`src/rtl/mem_arbiter.sv`:
```
// Two-requester round-robin arbiter in front of a single memory port.
// Accepts in IDLE, holds the request in ISSUE until mem_ready or timeout, then answers in RESP.
module mem_arbiter #(
  parameter int WIDTH      = 8,
  parameter int ADDR_WIDTH = 6,
  parameter int TIMEOUT    = 15
) (
  input  logic                  clk,
  input  logic                  rst,
  input  logic                  req_valid_0,
  input  logic                  req_valid_1,
  output logic                  req_ready_0,
  output logic                  req_ready_1,
  input  logic                  req_wr_rd_0,
  input  logic                  req_wr_rd_1,
  input  logic [ADDR_WIDTH-1:0] req_addr_0,
  input  logic [ADDR_WIDTH-1:0] req_addr_1,
  input  logic [WIDTH-1:0]      req_wdata_0,
  input  logic [WIDTH-1:0]      req_wdata_1,
  output logic                  rsp_valid_0,
  output logic                  rsp_valid_1,
  output logic                  rsp_err_0,
  output logic                  rsp_err_1,
  output logic [WIDTH-1:0]      rsp_rdata_0,
  output logic [WIDTH-1:0]      rsp_rdata_1,
  output logic                  mem_valid,
  input  logic                  mem_ready,
  output logic                  mem_wr_rd,
  output logic [ADDR_WIDTH-1:0] mem_addr,
  output logic [WIDTH-1:0]      mem_wdata,
  input  logic [WIDTH-1:0]      mem_rdata,
  output logic                  busy
);

  typedef enum logic [1:0] {IDLE, ISSUE, RESP} state_t;
  localparam logic [7:0] TO_LIMIT = 8'(TIMEOUT);

  state_t                state, state_nxt;
  logic                  pri;       // requester that wins a tie
  logic                  gnt;       // requester owning the current transaction
  logic                  lat_wr;
  logic [ADDR_WIDTH-1:0] lat_addr;
  logic [WIDTH-1:0]      lat_wdata;
  logic [WIDTH-1:0]      rdata_q;
  logic                  err_q;
  logic [7:0]            cnt;

  logic accept, win, hs, tmo;

  assign win    = req_valid_1 && (!req_valid_0 || pri);
  assign accept = (state == IDLE) && (req_valid_0 || req_valid_1) && !rst;
  assign hs     = (state == ISSUE) && mem_ready;
  assign tmo    = (state == ISSUE) && !mem_ready && (cnt == TO_LIMIT);

  always_ff @(posedge clk) begin
    if (rst) begin
      state     <= IDLE;
      pri       <= 1'b0;
      gnt       <= 1'b0;
      lat_wr    <= 1'b0;
      lat_addr  <= '0;
      lat_wdata <= '0;
      rdata_q   <= '0;
      err_q     <= 1'b0;
      cnt       <= '0;
    end else begin
      state <= state_nxt;
      if (accept) begin
        gnt       <= win;
        pri       <= ~win;
        lat_wr    <= win ? req_wr_rd_1 : req_wr_rd_0;
        lat_addr  <= win ? req_addr_1  : req_addr_0;
        lat_wdata <= win ? req_wdata_1 : req_wdata_0;
        err_q     <= 1'b0;
        cnt       <= '0;
      end else if (hs) begin
        rdata_q <= lat_wr ? '0 : mem_rdata;
        cnt     <= '0;
      end else if (tmo) begin
        rdata_q <= '0;
        err_q   <= 1'b1;
      end else if (state == ISSUE) begin
        cnt <= cnt + 8'd1;
      end
    end
  end

  always_comb begin
    state_nxt = state;
    case (state)
      IDLE:    if (accept)    state_nxt = ISSUE;
      ISSUE:   if (hs || tmo) state_nxt = RESP;
      RESP:                   state_nxt = IDLE;
      default:                state_nxt = IDLE;
    endcase
  end

  // Every output is forced to zero when unqualified so nothing stale leaks out.
  always_comb begin
    req_ready_0 = accept && !win;
    req_ready_1 = accept && win;
    busy        = (state != IDLE);
    mem_valid   = (state == ISSUE);
    mem_wr_rd   = mem_valid && lat_wr;
    mem_addr    = mem_valid ? lat_addr : '0;
    mem_wdata   = (mem_valid && lat_wr) ? lat_wdata : '0;
    rsp_valid_0 = (state == RESP) && !gnt;
    rsp_valid_1 = (state == RESP) && gnt;
    rsp_err_0   = rsp_valid_0 && err_q;
    rsp_err_1   = rsp_valid_1 && err_q;
    rsp_rdata_0 = rsp_valid_0 ? rdata_q : '0;
    rsp_rdata_1 = rsp_valid_1 ? rdata_q : '0;
  end

endmodule

```
`config.mk`:
```
export PLATFORM = sky130hd
export DESIGN_NAME = mem_arbiter
export DESIGN_NICKNAME = d
export VERILOG_FILES = /design/src/rtl/mem_arbiter.sv
export SDC_FILE = /design/constraint.sdc
export NUM_CORES = 1
export LEC_CHECK = 0
export BUFFER_PORTS_ARGS = -buffer_cell sky130_fd_sc_hd__clkbuf_2
export CAP_MARGIN = 20
export CORE_AREA = 4 4 69 71
export DETAILED_ROUTE_END_ITERATION = 7
export DIE_AREA = 0 0 73 75
export GPL_ROUTABILITY_DRIVEN = 0
export GPL_TIMING_DRIVEN = 0
export PLACE_DENSITY = 0.77
export SLEW_MARGIN = 15
export SYNTH_ARGS = -nofsm -noshare
export SYNTH_HDL_FRONTEND = slang
export SYNTH_SLANG_ARGS = --single-unit
```
`constraint.sdc`:
```
create_clock -name clk -period 2.3 [get_ports clk]
set_clock_uncertainty 0.2 [all_clocks]
set_input_delay 0.345 -clock clk [delete_from_list [all_inputs] [get_ports clk]]
set_output_delay 0.345 -clock clk [all_outputs]
set_load 0.02 [all_outputs]
```
**Yosys cells after proc, flatten, opt, wreduce, memory -nomap -nowiden**

Index checks and enable logic that the tools add are counted.

- Mux-type cells: 13
- Divide/modulo/power cells: 0
- Bitwise operators: 4
- Add/sub/neg operators: 1
- Reduce and logical (&&, ||, !) cells: 30
- $lt $le $gt $ge: 0
- Eq/ne operators: 5
- Shift-type cells: 0
- Multiply operators: 0

Operators by type and width:

| cell | count |
|---|---|
| $mux W8 | 7 |
| $logic_and A1 B1 Y1 | 13 |
| $mux W6 | 2 |
| $add A8 B1 Y8 const B | 1 |
| $eq A8 B4 Y1 const B | 1 |
| $reduce_and A2 Y1 | 4 |
| $logic_not A1 Y1 | 5 |
| $mux W2 | 2 |
| $not A1 Y1 | 4 |
| $pmux W2 S2 | 1 |
| $reduce_bool A2 Y1 | 2 |
| $logic_or A1 B1 Y1 | 3 |
| $reduce_or A3 Y1 | 1 |
| $eq A2 B1 Y1 const B | 1 |
| $eq A2 B2 Y1 const B | 1 |
| $logic_not A2 Y1 | 1 |
| $ne A2 B1 Y1 const B | 1 |
| $ne A2 B2 Y1 const B | 1 |
| $reduce_or A2 Y1 | 1 |
| $mux W1 | 1 |

- Memories: 0
- Latch bits: 0
- Memory bits (read-only): 0
- Output and inout port bits: 39
- Bits in writable memories: 0
- Bits in registers: 36

**Longest topological paths before layout**

Gate-level depths: netlist (run 1).

- Word-level depth: 6
- Mapped depth: 6
- Gate-level depth less buffers: 4

**Worst setup path after synthesis (run 1)**

Ideal clock, no wire load.

- Kind: flip-flop to output port
- From: register state[1]
- To: output mem_wdata[6]
- Slack: 0.425 ns
- Data arrival time: 1.330 ns
- Required time: 1.755 ns
- Stages on the path, launching flop included: 5
- Path buffers: 1
- Cell sequence: dfxtp_1 nand2b_1 inv_1 clkbuf_1 and3_1

- Longest elaborated chain between the ends: 3

RTL lines:

| what | RTL line | source |
|---|---|---|
| start, declared | 38 | `state_t state, state_nxt;` |
| start signal, assigned | 67 | `state <= state_nxt;` |
| $eq A2 B1 Y1 | 103 | `mem_valid = (state == ISSUE);` |
| via mem_valid | 26 | `output logic mem_valid,` |
| $logic_and A1 B1 Y1 | 106 | `mem_wdata = (mem_valid && lat_wr) ? lat_wdata : '0;` |
| $mux W8 | 106 |  |
| end, declared | 30 | `output logic [WIDTH-1:0] mem_wdata,` |

The timed path passes the listed nets, and every way through them passes these cells.

**Final worst setup path (run 1)**

- From: register pri
- To: output req_ready_1

- Longest elaborated chain between the ends: 3

RTL lines:

| what | RTL line | source |
|---|---|---|
| start, declared | 39 | `logic pri;` |
| start signal, assigned | 70 | `pri <= ~win;` |
| $logic_or A1 B1 Y1 | 50 | `assign win = req_valid_1 && (!req_valid_0 \|\| pri);` |
| $logic_and A1 B1 Y1 | 50 |  |
| $logic_and A1 B1 Y1 | 101 | `req_ready_1 = accept && win;` |
| end, declared | 13 | `output logic req_ready_1,` |

Every way passes these cells.

==> results of run 1 <==
[path summary, 6_finish.rpt]
| kind | to | slack [ns] | startpoint | depth (start not counted) |
|---|---|---|---|---|
| max | req_ready_1 | 0.13 | pri$_SDFFE_PP0P_ | 4 |
| min | rdata_q[7]$_SDFFE_PP0P_ | 0.07 | mem_rdata[7] | 2 |
| max reg2reg | lat_wr$_SDFFE_PP0P_ | 0.19 | state[0]$_SDFFE_PP0P_ | 6 |
| min reg2reg | rdata_q[0]$_SDFFE_PP0P_ | 0.29 | rdata_q[0]$_SDFFE_PP0P_ | 1 |
[cells in the final DEF (no fill, tap or decap), types with 4 or more instances in the layout]
| cell | count |
|---|---|
| clkbuf_2 | 83 |
| dfxtp_1 | 36 |
| and2_1 | 26 |
| nand3_1 | 19 |
| o21ai_0 | 19 |
| a21oi_1 | 19 |
| a311oi_1 | 13 |
| clkbuf_1 | 10 |
| and3_1 | 9 |
| a22o_1 | 8 |
| clkbuf_8 | 6 |
| nor2_1 | 5 |
| inv_1 | 5 |
| nor3_1 | 5 |
| buf_4 | 4 |
[logic make-up after synthesis]
logic type / count (synthesis)
adders and majority gates: 1
and+or+nand+nor: 87
buffers and inverters: 24
muxes: 2
DFF: 36
AOI/OAI and AO/OA: 79
[power breakdown]
group	internal, mW	switching (mW)
Clock	0.206	0.225
Sequential	0.660	0.0205
Combinational	0.112	0.162
Total	0.978	0.407
[cell type report]
type | instances | share of cell area
Tap cell | 52 | 0.0259
Clock inverter | 1 | 0.00199
Clock buffer | 6 | 0.0289
Timing Repair Buffer | 83 | 0.167
Sequential cell | 36 | 0.287
Multi-Input combinational cell | 169 | 0.449
Buffer | 15 | 0.0309
Inverter | 6 | 0.00896
[layer usage]
metal	wire [um]	vias to the layer above	global-route usage
met3	432	6	0.0654
li1	-	1046	-
met2	2510	73	0.335
met1	2340	921	0.238
met4	67	0	0.0820
met5	0	-	0
[flip-flops by register name, summed over array words and instances, names as in the netlist]
name / flops
err_q: 1
lat_addr: 6
gnt: 1
cnt: 8
pri: 1
lat_wdata: 8
lat_wr: 1
state: 2
rdata_q: 8
[critical path, stage by stage, from the launching register on]
cell and delay [ns]:
dfxtp_1 0.37, nand2b_1 0.31, clkbuf_2 0.30, and3_1 0.19
clkbuf_2 0.17
[cells in the mapped netlist (2+ instances only)]
master,instances,area [um2]
a311oi_1,13,114
a41oi_1,2,17.5
inv_1,6,22.5
o31ai_1,3,22.5
a211oi_1,3,22.5
a31oi_1,3,18.8
mux2i_1,2,20.0
nand4_1,3,18.8
a22o_1,8,70.1
and2_1,26,163
dfxtp_1,36,721
nor2b_1,3,18.8
nand3_1,19,95.1
buf_4,2,15.0
a21oi_1,19,95.1
nand2b_1,2,12.5
o21ai_0,19,95.1
nor2_1,5,18.8
o311ai_0,3,26.3
clkbuf_1,13,48.8
or3_1,2,12.5
and3_1,9,56.3
nor3_1,5,25.0
[stage by stage]
| step | cell area, um2 | power [mW] |
|---|---|---|
| global placement | 2420 | 0.955 |
| floorplan | 1950 | 0.861 |
| CTS | 2520 | 1.40 |
| global route | 2510 | 1.45 |
| finish | 2510 | 1.38 |
| detailed placement | 2420 | 0.961 |
[what timing repair did]
item / 4_1_cts / 5_1_grt
setup endpoints to repair: 10 / 17
buffers inserted: 2 / 0
gates resized for setup: 4 / 1
pin swaps: 1 / 0
==> out/metrics.cfg, run 1 <==
[synthesis]
synth-adder-area-share = 0.00643
yosys.cell_types.count = 46
ys.flop_type = dfxtp_1
synth_top_family_by_area = compound AO/OA/AOI/OAI gates
synth-xor-area-share = 0
syn-instance-count = 229
seq_area_frac_synth = 0.370
synth.area.mux_share = 0.0103
synthArstFlopShare = 0
synth-compound-area-share = 0.280
synth-edff-count = 0
synth_seq_cells = 36
synth-simple-area-share = 0.277
synth.avg_cell_area_um2 = 8.50
synth_fp_nets = 273
netlist_area_um2 = 1950
ys_warn_count = 0

[sta]
hold_viol = 0
tightest_slew_ns = 0.792
layout_min_cycle_time_ns = 2.17
setup_slack_ns = 0.128
hold_ws_ns = 0.0737
report.final.slew_viol_count = 0
maxSlewHeadroom = 0.467
rsz0062_at_grt = no
period_share = 0.944
clock.fmax_mhz = 460
finalSetupViolCount = 0
setup-tns-final_ns = 0

[clock_network]
clockBufferDepth = 2
clkLatencyLatePin_ns = 0.29
clk_pin_slew_ns = 0.07
postCtsHoldBufs = 0
cts_root_buf = clkbuf_8
cts_tree = built
cts_max_level = 2
cts.sinks = 36
cts_buffers = 5

[floorplan]
fp.dieH_um = 75
initial_core_util = 0.460
io_pins = 82
die_w_um = 73
core.rowCount = 24
core_region_area_um2 = 4230
die-area_um2 = 5480

[global_routing]
antenna_found_initial = 0
grt_pass1_vias = 1947
grt_pass1_wl_um = 8550
grt_usage = 0.200
grt_max_degree = 11
grt_overflow = 0

[layout]
multi_input_area_um2 = 1130
register_area_um2 = 721
nets = 360
fill_cells = 397
area_growth_pct = 29.0
drive_above_1_share = 0.326
stdcell_count = 368
diodes = 0
final_core_util = 0.593

[drt]
wirelength_um = 5350
post_drt_wl_per_cell_um = 14.5
first_iter_violations = 81
via_per_inst = 5.56
firstDrtPassIters = 4
drcViolationCount = 0
antenna_left = 0
num_vias = 2046

[critical_path]
crit_fanout = 10
arrival_ns = 1.63
crit_path_end_kind = primary output
startpoint_type = register
crit_type = reg -> out
required_ns = 1.75

[placement]
io_buffer_count = 81
hpwl_um = 3940
pre_cts_ws_ns = 0.114
placedCellCount = 362

[status]
status = completed

[power]
cellPowerDensity_nw_per_um2 = 551
p_leak_nw = 1.15
peakVddDrop_mv = 0.400

[job]
drv_cap = 0

[hold_path]
hold_class = in -> reg

Power figures use the tool's default switching activity.
==> inputs of run 2 (changes only) <==
==> constraint.sdc (replaced) <==
create_clock -name clk -period 2.3 [get_ports clk]
set_clock_uncertainty 0.2 [all_clocks]
set_input_delay 0.345 -clock clk [delete_from_list [all_inputs] [get_ports clk]]
set_output_delay 0.345 -clock clk [all_outputs]
set_load 0.05 [all_outputs]
==> out/metrics.cfg, run 2 (synthesis gave the netlist of run 1 again) <==
[global_routing]
grt_pass1_vias = 1947
grt_max_degree = 11
antenna_found_initial = 0
grt_overflow = 0
grt_pass1_wl_um = 8310
grt_usage = 0.191

[drt]
wirelength_met1_um = 2300
firstDrtPassIters = 4
post_drt_wl_per_cell_um = 14.2
via_per_inst = 5.71
antenna_left = 0
highest_layer = met4
wl_met3_um = 408
wirelength_um = 5240
drcViolationCount = 0
first_iter_violations = 70
dr_wl_met2_um = 2490
num_vias = 2112

[sta]
setup_slack_ns = 0.0895
layout_min_cycle_time_ns = 2.21
hold_viol = 0
maxSlewHeadroom = 0.488
report.final.slew_viol_count = 0
period_share = 0.961
rsz0062_at_grt = no
finalSetupViolCount = 0
tightest_slew_ns = 0.761
clock.fmax_mhz = 452
setup-tns-final_ns = 0

[layout]
diodes = 0
multi_input_area_um2 = 1130
layout_commonest_cell = clkbuf_2
register_area_um2 = 721
fill_cells = 406
stdcell_count = 370
reg.largest.list = cnt (8), lat_wdata (8), rdata_q (8)
final_cell_mix = clkbuf_2 (76), dfxtp_1 (36), and2_1 (26)
nets = 362
drive_above_1_share = 0.340
fin_area_um2 = 2550
area_growth_pct = 31.1

[floorplan]
die-area_um2 = 5480
die_w_um = 73
core_region_area_um2 = 4230
fp.dieH_um = 75
io_pins = 82
core.rowCount = 24
initial_core_util = 0.460

[clock_network]
cts_max_level = 2
clkLatencyLatePin_ns = 0.28
cts_root_buf = clkbuf_8
clockBufferDepth = 2
cts.sinks = 36
cts_tree = built
cts_buffers = 5
clk_pin_slew_ns = 0.07
postCtsHoldBufs = 0

[critical_path]
crit_cells = 5
path_buf_inv = 3
crit_path_end_kind = primary output
cp_common_cell = clkbuf_4
path_cells = nand2b_1 > inv_2 > clkbuf_4 > and3_1 > clkbuf_4
startpoint_type = register
crit_slowest_cell = dfxtp_1
crit_type = reg -> out
arrival_ns = 1.67
path_delay_family = buffers and inverters
crit_fanout = 10
required_ns = 1.75
ff2ff_path_depth = 6
crit_path_max_incr_delay_ns = 0.34

[job]
drv_cap = 0

[power]
p_leak_nw = 1.18
p_total_mw = 1.47
peakVddDrop_mv = 0.321
cellPowerDensity_nw_per_um2 = 577

[placement]
dpl-instance-area_um2 = 2420
placedCellCount = 362
hpwl_um = 3910
pre_cts_ws_ns = 0.0301
io_buffer_count = 81

[hold_path]
whs_path_depth = 2
hold_class = in -> reg

[status]
status = completed

==> run 2: cell types whose count changed in the layout (fill, tap and decap cells not counted), moves of 2 or more <==
cell      change
clkbuf_2      -7
clkbuf_4      +2
buf_2         +7
clkbuf_8      +2
clkbuf_1      -2
==> run 2: worst paths after layout <==
path                            from                        end  slack (ns)
max            state[1]$_SDFFE_PP0P_               mem_wdata[6]        0.09
min                     mem_rdata[1]    rdata_q[1]$_SDFFE_PP0P_        0.08
max reg2reg    state[0]$_SDFFE_PP0P_  lat_wdata[4]$_SDFFE_PP0P_        0.18
min reg2reg  rdata_q[4]$_SDFFE_PP0P_    rdata_q[4]$_SDFFE_PP0P_        0.29
==> run 2: routing by layer <==
layer  global-route usage  vias up
met3               0.0521        6
met2                0.336       82
met1                0.228      976
met5                    0        -
met4               0.0553        0
li1                     -     1048
==> run 2: layout make-up <==
class | count | share of cell area
flip-flops and latches | 36 | 0.282
repair buffers | 84 | 0.169
plain buffers | 16 | 0.0338
clock buffers | 7 | 0.0377
multi-input cells | 169 | 0.443
well taps | 52 | 0.0255
inverters | 6 | 0.00882
==> run 2: timing repair <==
| item | 4_1_cts | 5_1_grt |
|---|---|---|
| resized for setup | 4 | 12 |
| setup endpoints to repair | 16 | 14 |
| buffers inserted | 0 | 3 |
| pin swaps | 0 | 1 |
==> run 2: where the power goes <==
part / switching (mW) / internal, mW / total, mW
Sequential: 0.0203 / 0.660 / 0.680
Clock: 0.218 / 0.267 / 0.485
Combinational: 0.194 / 0.114 / 0.308
Total: 0.432 / 1.04 / 1.47
==> run 2: worst register-to-register path: stages (launching register included) <==
cell	delay, ns
dfxtp_1	0.32
clkbuf_8	0.17
nor2_1	0.26
inv_1	0.15
nor3_1	0.45
buf_2	0.32
a311oi_1	0.12
==> run 2: stage by stage <==
step | util | hold slack [ns]
2_1_floorplan | - | 0.246
3_3_place_gp | 0.573 | 0.262
3_5_place_dp | 0.573 | 0.268
4_1_cts | 0.597 | 0.0768
5_1_grt | 0.603 | 0.0809
6_report | 0.603 | 0.0823
